--- src/rtl/xrv1_imem_arb.sv ---
// Two-port arbiter in front of the instruction memory: fetch (p0) and data/loader (p1).
// Build option XRV1_IMEM_ARB_RR_EN selects round-robin arbitration; otherwise p1 has fixed priority.
module xrv1_imem_arb #(
    parameter  int max_outstanding_p = 4,
    localparam int cnt_width_lp      = $clog2(max_outstanding_p + 1)
) (
    input  logic        clk_i,
    input  logic        rst_i,
    input  logic        p0_req_vld_i,
    output logic        p0_req_rdy_o,
    input  logic [31:0] p0_req_addr_i,
    input  logic        p0_flush_i,
    output logic        p0_resp_vld_o,
    output logic [31:0] p0_resp_data_o,
    input  logic        p1_req_vld_i,
    output logic        p1_req_rdy_o,
    input  logic [31:0] p1_req_addr_i,
    input  logic        p1_req_we_i,
    input  logic [3:0]  p1_req_be_i,
    input  logic [31:0] p1_req_wdata_i,
    output logic        p1_resp_vld_o,
    output logic [31:0] p1_resp_data_o,
    output logic        mem_req_vld_o,
    input  logic        mem_req_rdy_i,
    output logic [31:0] mem_req_addr_o,
    output logic        mem_req_we_o,
    output logic [3:0]  mem_req_be_o,
    output logic [31:0] mem_req_wdata_o,
    input  logic        mem_resp_vld_i,
    input  logic [31:0] mem_resp_data_i
);

    localparam int ptr_width_lp = (max_outstanding_p > 1) ? $clog2(max_outstanding_p) : 1;
    localparam logic [cnt_width_lp-1:0] max_cnt_lp  = cnt_width_lp'(max_outstanding_p);
    localparam logic [ptr_width_lp-1:0] last_ptr_lp = ptr_width_lp'(max_outstanding_p - 1);

    // Route FIFO: one {port, kill} entry per request in flight, oldest at head.
    logic [max_outstanding_p-1:0] port_q, port_d, kill_q, kill_d;
    logic [ptr_width_lp-1:0]      head_q, head_d, tail_q, tail_d;
    logic [cnt_width_lp-1:0]      count_q, count_d;
    logic                         lock_q, lock_d;
    logic                         lock_port_q, lock_port_d;
    logic                         rr_q, rr_d;

    logic pop, push, issue_ok, elig0, elig1, gnt, pick, req_vld;
    logic head_port, kill_eff;

    function automatic logic [ptr_width_lp-1:0] next_ptr(input logic [ptr_width_lp-1:0] p);
        return (p == last_ptr_lp) ? '0 : p + 1'b1;
    endfunction

    always_comb begin
        pop       = mem_resp_vld_i & (count_q != '0);
        head_port = port_q[head_q];
        kill_eff  = kill_q[head_q] | (p0_flush_i & ~head_port);
        // A pop in the same cycle frees a slot, so a full FIFO can still issue.
        issue_ok  = (count_q < max_cnt_lp) | pop;
        elig0     = p0_req_vld_i & ~p0_flush_i;
        elig1     = p1_req_vld_i;
`ifdef XRV1_IMEM_ARB_RR_EN
        pick      = rr_q;
`else
        pick      = 1'b1;
`endif
        // A flushed p0 is ineligible, which drops its lock and lets arbitration rerun.
        if (lock_q && (lock_port_q ? elig1 : elig0)) begin
            gnt = lock_port_q;
        end else if (elig0 && elig1) begin
            gnt = pick;
        end else begin
            gnt = elig1;
        end
        req_vld = issue_ok & (elig0 | elig1);
        push    = req_vld & mem_req_rdy_i;

        port_d  = port_q;
        kill_d  = kill_q | (~port_q & {max_outstanding_p{p0_flush_i}});
        head_d  = head_q;
        tail_d  = tail_q;
        if (push) begin
            port_d[tail_q] = gnt;
            kill_d[tail_q] = 1'b0;
            tail_d         = next_ptr(tail_q);
        end
        if (pop) begin
            head_d = next_ptr(head_q);
        end
        count_d     = count_q + cnt_width_lp'(push) - cnt_width_lp'(pop);
        lock_d      = req_vld & ~mem_req_rdy_i;
        lock_port_d = gnt;
        rr_d        = push ? ~gnt : rr_q;
    end

    always_ff @(posedge clk_i or posedge rst_i) begin
        if (rst_i) begin
            port_q      <= '0;
            kill_q      <= '0;
            head_q      <= '0;
            tail_q      <= '0;
            count_q     <= '0;
            lock_q      <= 1'b0;
            lock_port_q <= 1'b0;
            rr_q        <= 1'b1;
        end else begin
            port_q      <= port_d;
            kill_q      <= kill_d;
            head_q      <= head_d;
            tail_q      <= tail_d;
            count_q     <= count_d;
            lock_q      <= lock_d;
            lock_port_q <= lock_port_d;
            rr_q        <= rr_d;
        end
    end

    always_comb begin
        mem_req_vld_o   = req_vld & ~rst_i;
        mem_req_addr_o  = gnt ? p1_req_addr_i : {p0_req_addr_i[31:2], 2'b00};
        mem_req_we_o    = gnt & p1_req_we_i;
        mem_req_be_o    = gnt ? p1_req_be_i : 4'hf;
        mem_req_wdata_o = gnt ? p1_req_wdata_i : 32'h0;
        p0_req_rdy_o    = push & ~gnt & ~rst_i;
        p1_req_rdy_o    = push & gnt & ~rst_i;
        p0_resp_vld_o   = pop & ~head_port & ~kill_eff & ~rst_i;
        p1_resp_vld_o   = pop & head_port & ~rst_i;
        p0_resp_data_o  = mem_resp_data_i;
        p1_resp_data_o  = mem_resp_data_i;
    end

    // A response with nothing in flight has no owner and is dropped.
    resp_without_request_a: assert property (@(posedge clk_i) disable iff (rst_i)
        !(mem_resp_vld_i && (count_q == '0)));

    // Rotation state is only consumed in round-robin builds.
    logic unused_rr;
    assign unused_rr = rr_q;

endmodule
--- config.mk ---
export PLATFORM = sky130hd
export DESIGN_NAME = xrv1_imem_arb
export DESIGN_NICKNAME = d
export VERILOG_FILES = /design/src/rtl/xrv1_imem_arb.sv
export SDC_FILE = /design/constraint.sdc
export NUM_CORES = 1
export LEC_CHECK = 0
export BUFFER_PORTS_ARGS = -buffer_cell sky130_fd_sc_hd__buf_4
export CELL_PAD_IN_SITES_DETAIL_PLACEMENT = 0
export CELL_PAD_IN_SITES_GLOBAL_PLACEMENT = 1
export CORE_ASPECT_RATIO = 1.75
export CORE_MARGIN = 2
export CORE_UTILIZATION = 18
export DETAILED_ROUTE_END_ITERATION = 6
export PLACE_DENSITY = 0.79
export SETUP_SLACK_MARGIN = 0.5
export SYNTH_ARGS = -nofsm -noshare
export SYNTH_HDL_FRONTEND = slang
export SYNTH_SLANG_ARGS = --single-unit
--- constraint.sdc ---
create_clock -name clk_i -period 1.8 [get_ports clk_i]
set_input_delay 0 -clock clk_i [delete_from_list [all_inputs] [get_ports clk_i]]
set_output_delay 0 -clock clk_i [all_outputs]
set_load 0.02 [all_outputs]
After elaboration in Yosys (flattened, before gate mapping)
Index checks and enable logic that the tools add are counted.

$lt $le $gt $ge: 4. Bitwise logic cells: 31. Equal/unequal tests: 2. Multiplexer cells: 16. Reductions and logical operators: 4. Add/subtract/negate cells: 4.

Operators by type and width (count): 32-bit two-way mux (2); 1-bit bitwise AND (17); 4-bit bitwise AND (2); 4-bit two-way mux (2); 4-bit inverter (2); 2-bit by 3-bit less-than comparator with 1-bit output (second input constant) (2); 1-bit two-way mux (6); 1-bit inverter (6); 2-bit by 1-bit adder with 2-bit output (second input constant) (2); 1-bit binary-select mux with 2-bit select (2); 4-bit bitwise mux (1); 2-bit equality test (second input constant) (2); 2-bit two-way mux (2); 4-bit bitwise OR (1); 3-bit by 1-bit adder with 3-bit output (1); 1-bit logical AND (3); 3-bit less-than comparator (second input constant) (1); 1-bit bitwise OR (3); 3-bit nonzero test (1); 3-bit by 1-bit subtractor with 3-bit output (1); 1-bit demux with 2-bit select (1); 2-bit by 1-bit >= comparator with 1-bit output (second input constant) (1).

Input port bits: 140. Output and inout port bits: 138. Register bits: 17. Logic and storage cells: 68.

Depth between registers and ports, before layout
Gate-level depths: netlist of run 1.

Word-level depth: 8. Gate-level depth with buffers: 8. Mapped depth without buffers: 8.

Worst setup path before layout of run 1
Ideal clock, no wire load.

Path type: reg2reg. Start point: register count_q[1]. End point: register count_q[2]. Data arrival time: 1.751 ns. Setup slack: -0.078 ns. Clock period less this slack: 1.878 ns. Required time: 1.673 ns. Path buffers: 0. Library setup time: 0.127 ns. Stages on the path, launching flop included: 8. Cells stage by stage: dfrtp_1 > o31ai_4 > xnor2_1 > ha_1 > inv_1 > fa_1 > xnor2_1 > xnor2_1.

Word-level cells in the longest chain between the ends: 7. Elaborated cells between the ends (all ways): 8. Those cells by class: add/sub (2); order compare (1); bitwise (4); reduce/logical (1).

RTL lines: from (decl) (RTL line 40) `logic [cnt_width_lp-1:0] count_q, count_d;`; from (signal assigned) (RTL line 109) `count_q <= count_d;`; branches (longest 6 deep; another with 3-bit less-than comparator); 3-bit by 1-bit subtractor with 3-bit output * (RTL line 88) `count_d = count_q + cnt_width_lp'(push) - cnt_width_lp'(pop);`; named net count_d[2] (RTL line 40).

Mark *: on every way through the listed nets, which the timed path passes. A chain may end at the register's enable or synchronous reset.

Final worst setup path of run 1
Start point: register lock_port_q. End point: output port mem_req_addr_o[6].

Word-level cells in the longest chain between the ends: 4.

RTL lines: from (decl) (RTL line 42) `logic lock_port_q, lock_port_d;`; from (signal assigned) (RTL line 111) `lock_port_q <= lock_port_d;`; 1-bit two-way mux (RTL line 66) `if (lock_q && (lock_port_q ? elig1 : elig0)) begin`; 1-bit logical AND (RTL line 66); 1-bit two-way mux * (RTL line 66); 32-bit two-way mux * (RTL line 118) `mem_req_addr_o = gnt ? p1_req_addr_i : {p0_req_addr_i[31:2], 2'b00};`; to (decl) (RTL line 25) `output logic [31:0] mem_req_addr_o,`.

Mark *: on every way between the ends. The rest lies on a longest branch, timed or not.

==> reports/results.ini, run 1 <==
[final_layout]
area_delta_synth_final_pct = 116.7
drive_gt1_share_pct = 86.02
mostFrequentLayoutCells = buf_4 (118), buf_6 (79), mux2_4 (35), and2_4 (35), dfrtp_1 (16)
finalNetCount = 527
n_fill_cell = 1062
design_area_um2 = 4468
final_common_cell = buf_4

[setup_path]
crit_top_cell = buf_6
cp_slowest_cell = dfrtp_1
critPathKind = register to output pin
worstPathRequired_ns = 1.80
setup.worst_path.start_class = register
worst_setup_path_end_kind = output pin
critPathArrivalTime_ns = 1.86
critical_path_buf_inv_count = 7
crit_family = buffers and inverters
slowest_delay_ns = 0.37
crit_fanout = 5
crit_chain = inv_2, a31oi_4, buf_6, buf_6, buf_6, buf_12, buf_12, mux2_4, buf_6

[placement]
gp_congestion = 0.8498
dp_slack_ns = -0.05873
dpl_cell_area_um2 = 3131
place_hpwl_mm = 8.848
port_buffers = 179

[sta]
finalSetupTns_ns = -0.3544
finalMaxSlewViolations = 0
rsz0062_at_grt = true
setup_violations = 16
skew_ns = 0.003786
fin_crit_sh_pct = 103.2
fmax_mhz = 538.4
fin_ws_ns = -0.05738
max_slew_margin_pct = 78.47
min_period_ns = 1.857
worst_pin_slew_ns = 0.3223
hold_viol_final = 0

[routing]
routed_wl_mm = 11.62
first_pass_iters = 5
num_vias = 2198
post-route-drc-count = 0
final_antenna_net_count = 0
drtIter0Drc = 57
via_per_inst = 4.260
routedWlPerCell_um = 22.52

[power]
pwr_density_cell_nw_per_um2 = 707.7
irDropWorstVdd_uv = 826.2
share_comb_of_total_power_pct = 62.9
power.switching_mw = 1.093
p_leak_nw = 2.247
p_int_mw = 2.069
switching_share_pct = 34.56
clkPwrFrac_pct = 14.1
p_seq_share_pct = 23.0

[clock_network]
clk_pin_slew_ns = 0.05
clk_path_buf_depth = 2
numCtsBuffers = 3
cts_sinks = 17
htree_num_levels = 1
clk_latency_ns = 0.25
root_buffer = clkbuf_16
cts_tree = yes

[logic_synthesis]
netlist.top_cell.by_area = buf_4
synth_area_um2 = 2062
synth_nets = 370
synth.avg_cell_area_um2 = 9.247
synth_warnings = 0
yosys-top-cells-area = buf_4 (25%), dfrtp_1 (21%), mux2_2 (20%), and2_1 (11%), ha_1 (3.6%)
synth.lib_cells_used.distinct = 27
synth_cells = 223
ys_ff_latch = 17
synth_top_area_share_pct = 24.76
ys_seq_area_share_pct = 20.63

[global_routing]
overflow = 0
grt_usage_pct = 17.89
grt_pass1_wl_mm = 15.99
antenna_found_initial = 10
first_global_vias = 2362
grt_max_degree = 18

[floorplanning]
initial_core_util_pct = 18.46
floorplan.die.width_um = 84.91
die_area_um2 = 12360
die_y_um = 145.6
core_um2 = 11170
ioPinCount = 278
rows = 51

[job]
drv_cap = 0

[status]
violations = negative setup slack
status = finished with violations

[hold_path]
min_path_type = primary input to output pin

[registers in the layout (all words and copies together) (netlist names)]
name,flops
kill_q,4
count_q,3
tail_q,2
port_q,4
lock_port_q,1
lock_q,1
head_q,2
[metrics by stage]
step	cells	hold WS [ns]	total power, mW	utilization (%)
2_1_floorplan	223	-0.06877	1.720	-
3_3_place_gp	469	0.0002111	2.029	28.03
3_5_place_dp	469	0.0002111	2.090	28.03
4_1_cts	509	0.0002111	3.141	39.66
5_1_grt	511	0.00003764	3.329	39.90
6_report	516	0.000004729	3.162	40.01
[final timing paths]
| check | end | startpoint | slack [ns] | cells past startpoint |
|---|---|---|---|---|
| min in group asynchronous | tail_q[0] | rst_i | 0.41 | 4 |
| worst max-delay path | mem_req_addr_o[6] | lock_port_q | -0.06 | 9 |
| worst min-delay path | p0_resp_data_o[10] | mem_resp_data_i[10] | 0.000005 | 0 |
| worst max register to register | count_q[2] | count_q[2] | -0.05 | 8 |
| max in group asynchronous | head_q[0] | rst_i | 1.18 | 4 |
| worst min register to register | kill_q[0] | kill_q[0] | 0.50 | 2 |
[power by group through the flow]
stage,logic (mW),registers [mW],clock network [mW]
final,1.99,0.727,0.445
after global placement,1.31,0.720,0
after floorplan,1.02,0.702,0
after CTS,1.96,0.722,0.455
after detailed placement,1.35,0.739,0
after global routing,2.12,0.745,0.464
[final cells by class]
cell class / count / area, um2 / area share, %
sequential: 17 / 426.7 / 9.549
clock buffer: 4 / 78.83 / 1.764
tap: 132 / 165.2 / 3.696
antenna: 5 / 12.51 / 0.2800
inverter: 11 / 41.29 / 0.9241
multi-input combinational: 123 / 1385 / 31.00
timing repair buffer: 224 / 2359 / 52.79
[layer usage]
metal | GRT usage, % | wire [um] | up-vias
met2 | 31.10 | 5788 | 179
li1 | - | - | 987
met5 | 0 | 73 | -
met4 | 5.238 | 389 | 10
met3 | 17.19 | 2384 | 40
met1 | 13.70 | 2986 | 982
[synth_stat cells]
master    count
a21o_1        1
mux4_2        2
nand2_1       4
xnor2_1       3
fa_1          1
ha_1          6
and2_1       35
and3_1        1
o21ai_0       1
buf_6         2
or3_1         1
a21oi_1       4
o31ai_4       1
o211a_1       1
nor3_1        2
nand2b_1      6
mux2_2       37
nor2b_1       1
buf_2         2
nor2b_2       1
nor3b_1       2
dfrtp_1      17
buf_4        68
a211oi_1      4
a31oi_4       1
inv_1        11
nor2_1        8
[timing repair]
| action | in CTS | in global routing |
|---|---|---|
| endpoints found under the hold margin | 18 | 0 |
| resized for setup | 186 | 3 |
| cloned | 11 | 0 |
| hold buffers | 2 | 0 |
| buffers inserted | 23 | 2 |
| pin swaps | 37 | 7 |
| setup endpoints to repair | 82 | 84 |
[kinds of logic after synthesis]
family                     after synthesis  synth area share [%]
DFF                                     17                 20.63
xor gates and xnor gates                 3                 1.275
AOI/OAI and AO/OA                       13                 5.583
adders and majority gates                7                 4.612
buffers and inverters                   83                 28.34
and+or+nand+nor                         61                 17.17
muxes                                   39                 22.39
Power figures use the tool's default switching activity.
==> run 2: changes to the inputs <==
Settings changed: CORE_MARGIN 2 to not set, GPL_ROUTABILITY_DRIVEN set to 1.
==> reports/results.ini, run 2 (same netlist as run 1, synthesis figures left out) <==
[setup_path]
critPathCapture = count_q[2]
cp_slowest_cell = dfrtp_1
crit_top_cell = xnor2_1
reg2reg_slack_ns = -0.02
worst-path-stages = 7
r2r_end = count_q[2]
setup.worst_path.start_class = register
reg2reg_depth = 7
crit_fanout = 2
worst_setup_path_end_kind = register
crit_family = adder cells
slowest_delay_ns = 0.41
worstPathRequired_ns = 1.93
crit_chain = o31ai_4, xnor2_1, ha_2, inv_2, fa_2, xnor2_2, xnor2_1
critPathKind = register to register
critPathLaunch = count_q[1]
critical_path_buf_inv_count = 1
r2r_start = count_q[1]
critPathArrivalTime_ns = 1.94

[sta]
skew_ns = 0.001103
rsz0062_at_grt = true
min_period_ns = 1.818
finalMaxSlewViolations = 0
max_slew_margin_pct = 46.20
fin_ws_ns = -0.01839
fin_crit_sh_pct = 101.0
setup_violations = 1
worst_pin_slew_ns = 0.8070
fmax_mhz = 549.9
hold_viol_final = 0

[global_routing]
grt_max_degree = 18
antenna_found_initial = 10
grt_usage_pct = 17.66
first_global_vias = 2362
grt_pass1_wl_mm = 15.21
overflow = 0

[placement]
port_buffers = 179
numPlacedInstances = 469
gp_congestion = 0.8339
dpl_cell_area_um2 = 3131
place_hpwl_mm = 8.335

[final_layout]
drive_gt1_share_pct = 89.46
multi_input_area_um2 = 1483
final_common_cell = buf_4
fin_cells = 526
fin_util_pct = 41.06
finalNetCount = 537
mostFrequentLayoutCells = buf_4 (121), buf_6 (94), mux2_4 (37), and2_4 (35), dfrtp_1 (16)
largest_registers = kill_q: 4 flops, port_q: 4 flops, count_q: 3 flops
n_fill_cell = 1039
seqCellArea_um2 = 426.7
design_area_um2 = 4586
area_delta_synth_final_pct = 122.4

[clock_network]
htree_num_levels = 1
cts_sinks = 17
root_buffer = clkbuf_16
cts_tree = yes
clk_pin_slew_ns = 0.05
numCtsBuffers = 3
clk_path_buf_depth = 2
clk_latency_ns = 0.24

[power]
power.switching_mw = 1.219
p_int_mw = 2.253
share_comb_of_total_power_pct = 66.0
irDropWorstVdd_uv = 1225
clkPwrFrac_pct = 12.8
p_seq_share_pct = 21.2
p_leak_nw = 2.310
switching_share_pct = 35.11
pwr_density_cell_nw_per_um2 = 757.3

[routing]
via_per_inst = 4.228
drtIter0Drc = 47
post-route-drc-count = 0
routedWlPerCell_um = 21.35
first_pass_iters = 4
routed_wl_mm = 11.23
num_vias = 2224
final_antenna_net_count = 0

[job]
drv_cap = 0

[floorplanning]
floorplan.die.width_um = 82.91
die_area_um2 = 11900
die_y_um = 143.6
core_um2 = 11170
rows = 51
ioPinCount = 278
initial_core_util_pct = 18.46

[status]
status = finished with violations
violations = negative setup slack

[hold_path]
min_from = mem_resp_data_i[16]
min_path_type = primary input to output pin

-- run 2: power groups by stage --
stage               Clock, mW  Sequential (mW)  Combinational (mW)
floorplan                   0            0.702                1.02
global placement            0            0.726                1.30
detailed placement          0            0.742                1.35
CTS                     0.452            0.727                2.12
global route            0.465            0.760                2.42
finish                  0.443            0.736                2.29
-- run 2: worst min-delay path by stage --
stage | to | cells past startpoint
2_1_floorplan | count_q[0] | 1
3_3_place_gp | p0_resp_data_o[5] | 0
3_5_place_dp | p0_resp_data_o[5] | 0
4_1_cts | p0_resp_data_o[5] | 0
5_1_grt | p0_resp_data_o[22] | 0
6_report | p0_resp_data_o[16] | 0
-- run 2: final cells by class --
class / instances / area share [%]
Timing Repair Buffer: 234 / 51.84
Multi-Input combinational cell: 123 / 32.33
Sequential cell: 17 / 9.304
Tap cell: 132 / 3.602
Clock buffer: 3 / 1.637
Inverter: 11 / 0.9004
Antenna cell: 5 / 0.2729
Clock inverter: 1 / 0.1091
-- run 2: through the flow --
step | power, mW | setup TNS (ns) | hold WS, ns | setup WS (ns)
6_report | 3.473 | -0.01839 | 0.00001070 | -0.01839
3_3_place_gp | 2.028 | 0 | 0.0002011 | 0.006689
3_5_place_dp | 2.092 | -0.07716 | 0.0002011 | -0.07716
2_1_floorplan | 1.720 | -0.05122 | -0.06877 | -0.05122
5_1_grt | 3.641 | -0.5130 | 0.00002519 | -0.1092
4_1_cts | 3.300 | -0.04812 | 0.0002011 | -0.04812
-- run 2: timing repair --
item                                   CTS  global route
endpoints found under the hold margin   18             0
gates cloned                             9             0
setup endpoints to repair               83            89
buffers inserted                        31             6
pin swaps                               29            32
resized for setup                      204            17
hold buffers                             2             0
-- run 2: layer usage --
layer	vias up	global-route usage [%]	wire length, um
li1	1014	-	-
met1	1004	13.12	2896
met2	142	29.42	5402
met3	54	18.44	2449
met4	10	7.078	416
met5	-	0	66
-- run 2: worst register-to-register path, cell delays in order, from the launching register on --
cell	delay, ns
dfrtp_1	0.41
o31ai_4	0.29
xnor2_1	0.16
ha_2	0.19
inv_2	0.03
fa_2	0.34
xnor2_2	0.14
xnor2_1	0.13
==> run 3: changes to the inputs <==
Settings changed: CORE_ASPECT_RATIO 1.75 to not set.
==> reports/results.ini, run 3 (same netlist as run 1, synthesis figures left out) <==
[clock_network]
clk_pin_slew_ns = 0.05
cts_sinks = 17
clk_path_buf_depth = 2
root_buffer = clkbuf_16
cts_tree = yes
clk_latency_ns = 0.25
htree_num_levels = 1
numCtsBuffers = 3

[status]
status = finished with violations
violations = negative setup slack

[routing]
via_per_inst = 4.073
first_pass_iters = 4
routed_wl_mm = 9.568
post-route-drc-count = 0
routedWlPerCell_um = 18.33
num_vias = 2126
final_antenna_net_count = 0
drtIter0Drc = 65

[global_routing]
overflow = 0
grt_pass1_wl_mm = 12.79
antenna_found_initial = 0
first_global_vias = 2206
grt_max_degree = 18
grt_usage_pct = 14.66

[setup_path]
worst_setup_path_end_kind = register
worstPathRequired_ns = 1.93
reg2reg_slack_ns = -0.06
crit_chain = nand2b_1, o211a_1, xnor2_2, ha_2, inv_2, fa_2, xnor2_2, xnor2_1
setup.worst_path.start_class = register
slowest_delay_ns = 0.44
crit_top_cell = xnor2_2
crit_fanout = 4
r2r_end = count_q[2]
critPathArrivalTime_ns = 1.99
r2r_start = count_q[2]
critPathKind = register to register
cp_slowest_cell = dfrtp_2
reg2reg_depth = 8

[floorplanning]
initial_core_util_pct = 18.77
rows = 38
core_um2 = 10980
die_y_um = 109.0
die_area_um2 = 11890
ioPinCount = 278
floorplan.die.width_um = 109.0

[sta]
finalMaxSlewViolations = 0
rsz0062_at_grt = true
worst_pin_slew_ns = 0.7797
skew_ns = 0.005884
fin_ws_ns = -0.06379
fmax_mhz = 536.5
fin_crit_sh_pct = 103.5
fin_hold_ws_ns = 0.000008839
min_period_ns = 1.864
hold_viol_final = 0
setup_violations = 1
max_slew_margin_pct = 48.02

[job]
drv_cap = 0

[final_layout]
final_common_cell = buf_4
design_area_um2 = 4489
fin_util_pct = 40.87
finalNetCount = 530
drive_gt1_share_pct = 85.60
fin_cells = 522
mostFrequentLayoutCells = buf_4 (118), buf_6 (85), and2_4 (35), mux2_4 (34), dfrtp_1 (15)
n_antenna_cell = 0
n_fill_cell = 1073
area_delta_synth_final_pct = 117.7
largest_registers = kill_q: 4 flops, port_q: 4 flops, count_q: 3 flops

[hold_path]
holdPathEnd = p0_resp_data_o[13]
hold_depth = 0
min_path_type = primary input to output pin
min_from = mem_resp_data_i[13]

[power]
p_leak_nw = 2.271
pwr_density_cell_nw_per_um2 = 695.8
irDropWorstVdd_uv = 852.9

[placement]
gp_congestion = 0.6556
numPlacedInstances = 476
place_hpwl_mm = 6.056
dpl_cell_area_um2 = 3133
port_buffers = 179

## run 3: cell types whose count changed in the layout (fill, tap and decap cells not counted), sizes merged
cell / before / now
buf: 232 / 223
diode: 5 / 0
clkbuf: 3 / 5
clkinv: 1 / 0
clkinvlp: 0 / 1
## run 3: how the worst max path moves through the flow
stage,start,endpoint,slack [ns],depth (start not counted)
floorplan,count_q[2],count_q[2],-0.05,7
global placement,count_q[2],count_q[2],0.02,7
detailed placement,count_q[2],count_q[2],-0.08,7
CTS,count_q[2],count_q[2],-0.05,8
global route,count_q[2],count_q[2],-0.12,8
finish,count_q[2],count_q[2],-0.06,8
## run 3: power by group
part / total [mW] / switching, mW / leakage [nW] / internal [mW]
Clock: 0.453 / 0.153 / 0.0371 / 0.300
Combinational: 1.93 / 0.753 / 2.04 / 1.18
Sequential: 0.739 / 0.171 / 0.193 / 0.568
## run 3: critical path, delay by kind of cell (launching register included)
kind	cells	cell delay (ns)
adders and majority gates	2	0.53
DFF	1	0.44
xor gates and xnor gates	3	0.40
AOI/OAI and AO/OA	1	0.22
and+or+nand+nor	1	0.11
buffers and inverters	1	0.04
## run 3: final cells by class
type                    count  area, um2  share of cell area, %
repair buffers            227       2396                  53.37
multi-input cells         123       1366                  30.43
flip-flops and latches     17      427.9                  9.532
well taps                 140      175.2                  3.902
clock buffers               3      75.07                  1.672
inverters                  11      41.29                 0.9197
clock inverters             1      7.507                 0.1672
## run 3: metal layers
metal	share of wire, %	GRT usage, %	vias to the layer above	wire [um]
li1	-	-	988	-
met1	39	17.86	1025	3762
met2	54	27.45	109	5182
met3	5.7	2.092	4	550
met4	0.76	2.124	0	73
met5	0	0	-	0
## run 3: what timing repair did
item,CTS,global route
buffers inserted,21,5
cloned,12,2
hold endpoints to repair,18,0
hold buffers,2,0
gates resized for setup,180,7
setup endpoints to repair,83,91
pin swaps,17,25
## run 3: through the flow
step / setup TNS (ns) / power, mW / setup WS, ns
after global routing: -0.1405 / 3.319 / -0.1226
final: -0.06379 / 3.124 / -0.06379
after floorplan: -0.05122 / 1.720 / -0.05122
after global placement: 0 / 2.033 / 0.01643
after detailed placement: -0.07537 / 2.082 / -0.07537
after CTS: -0.04550 / 3.054 / -0.04550
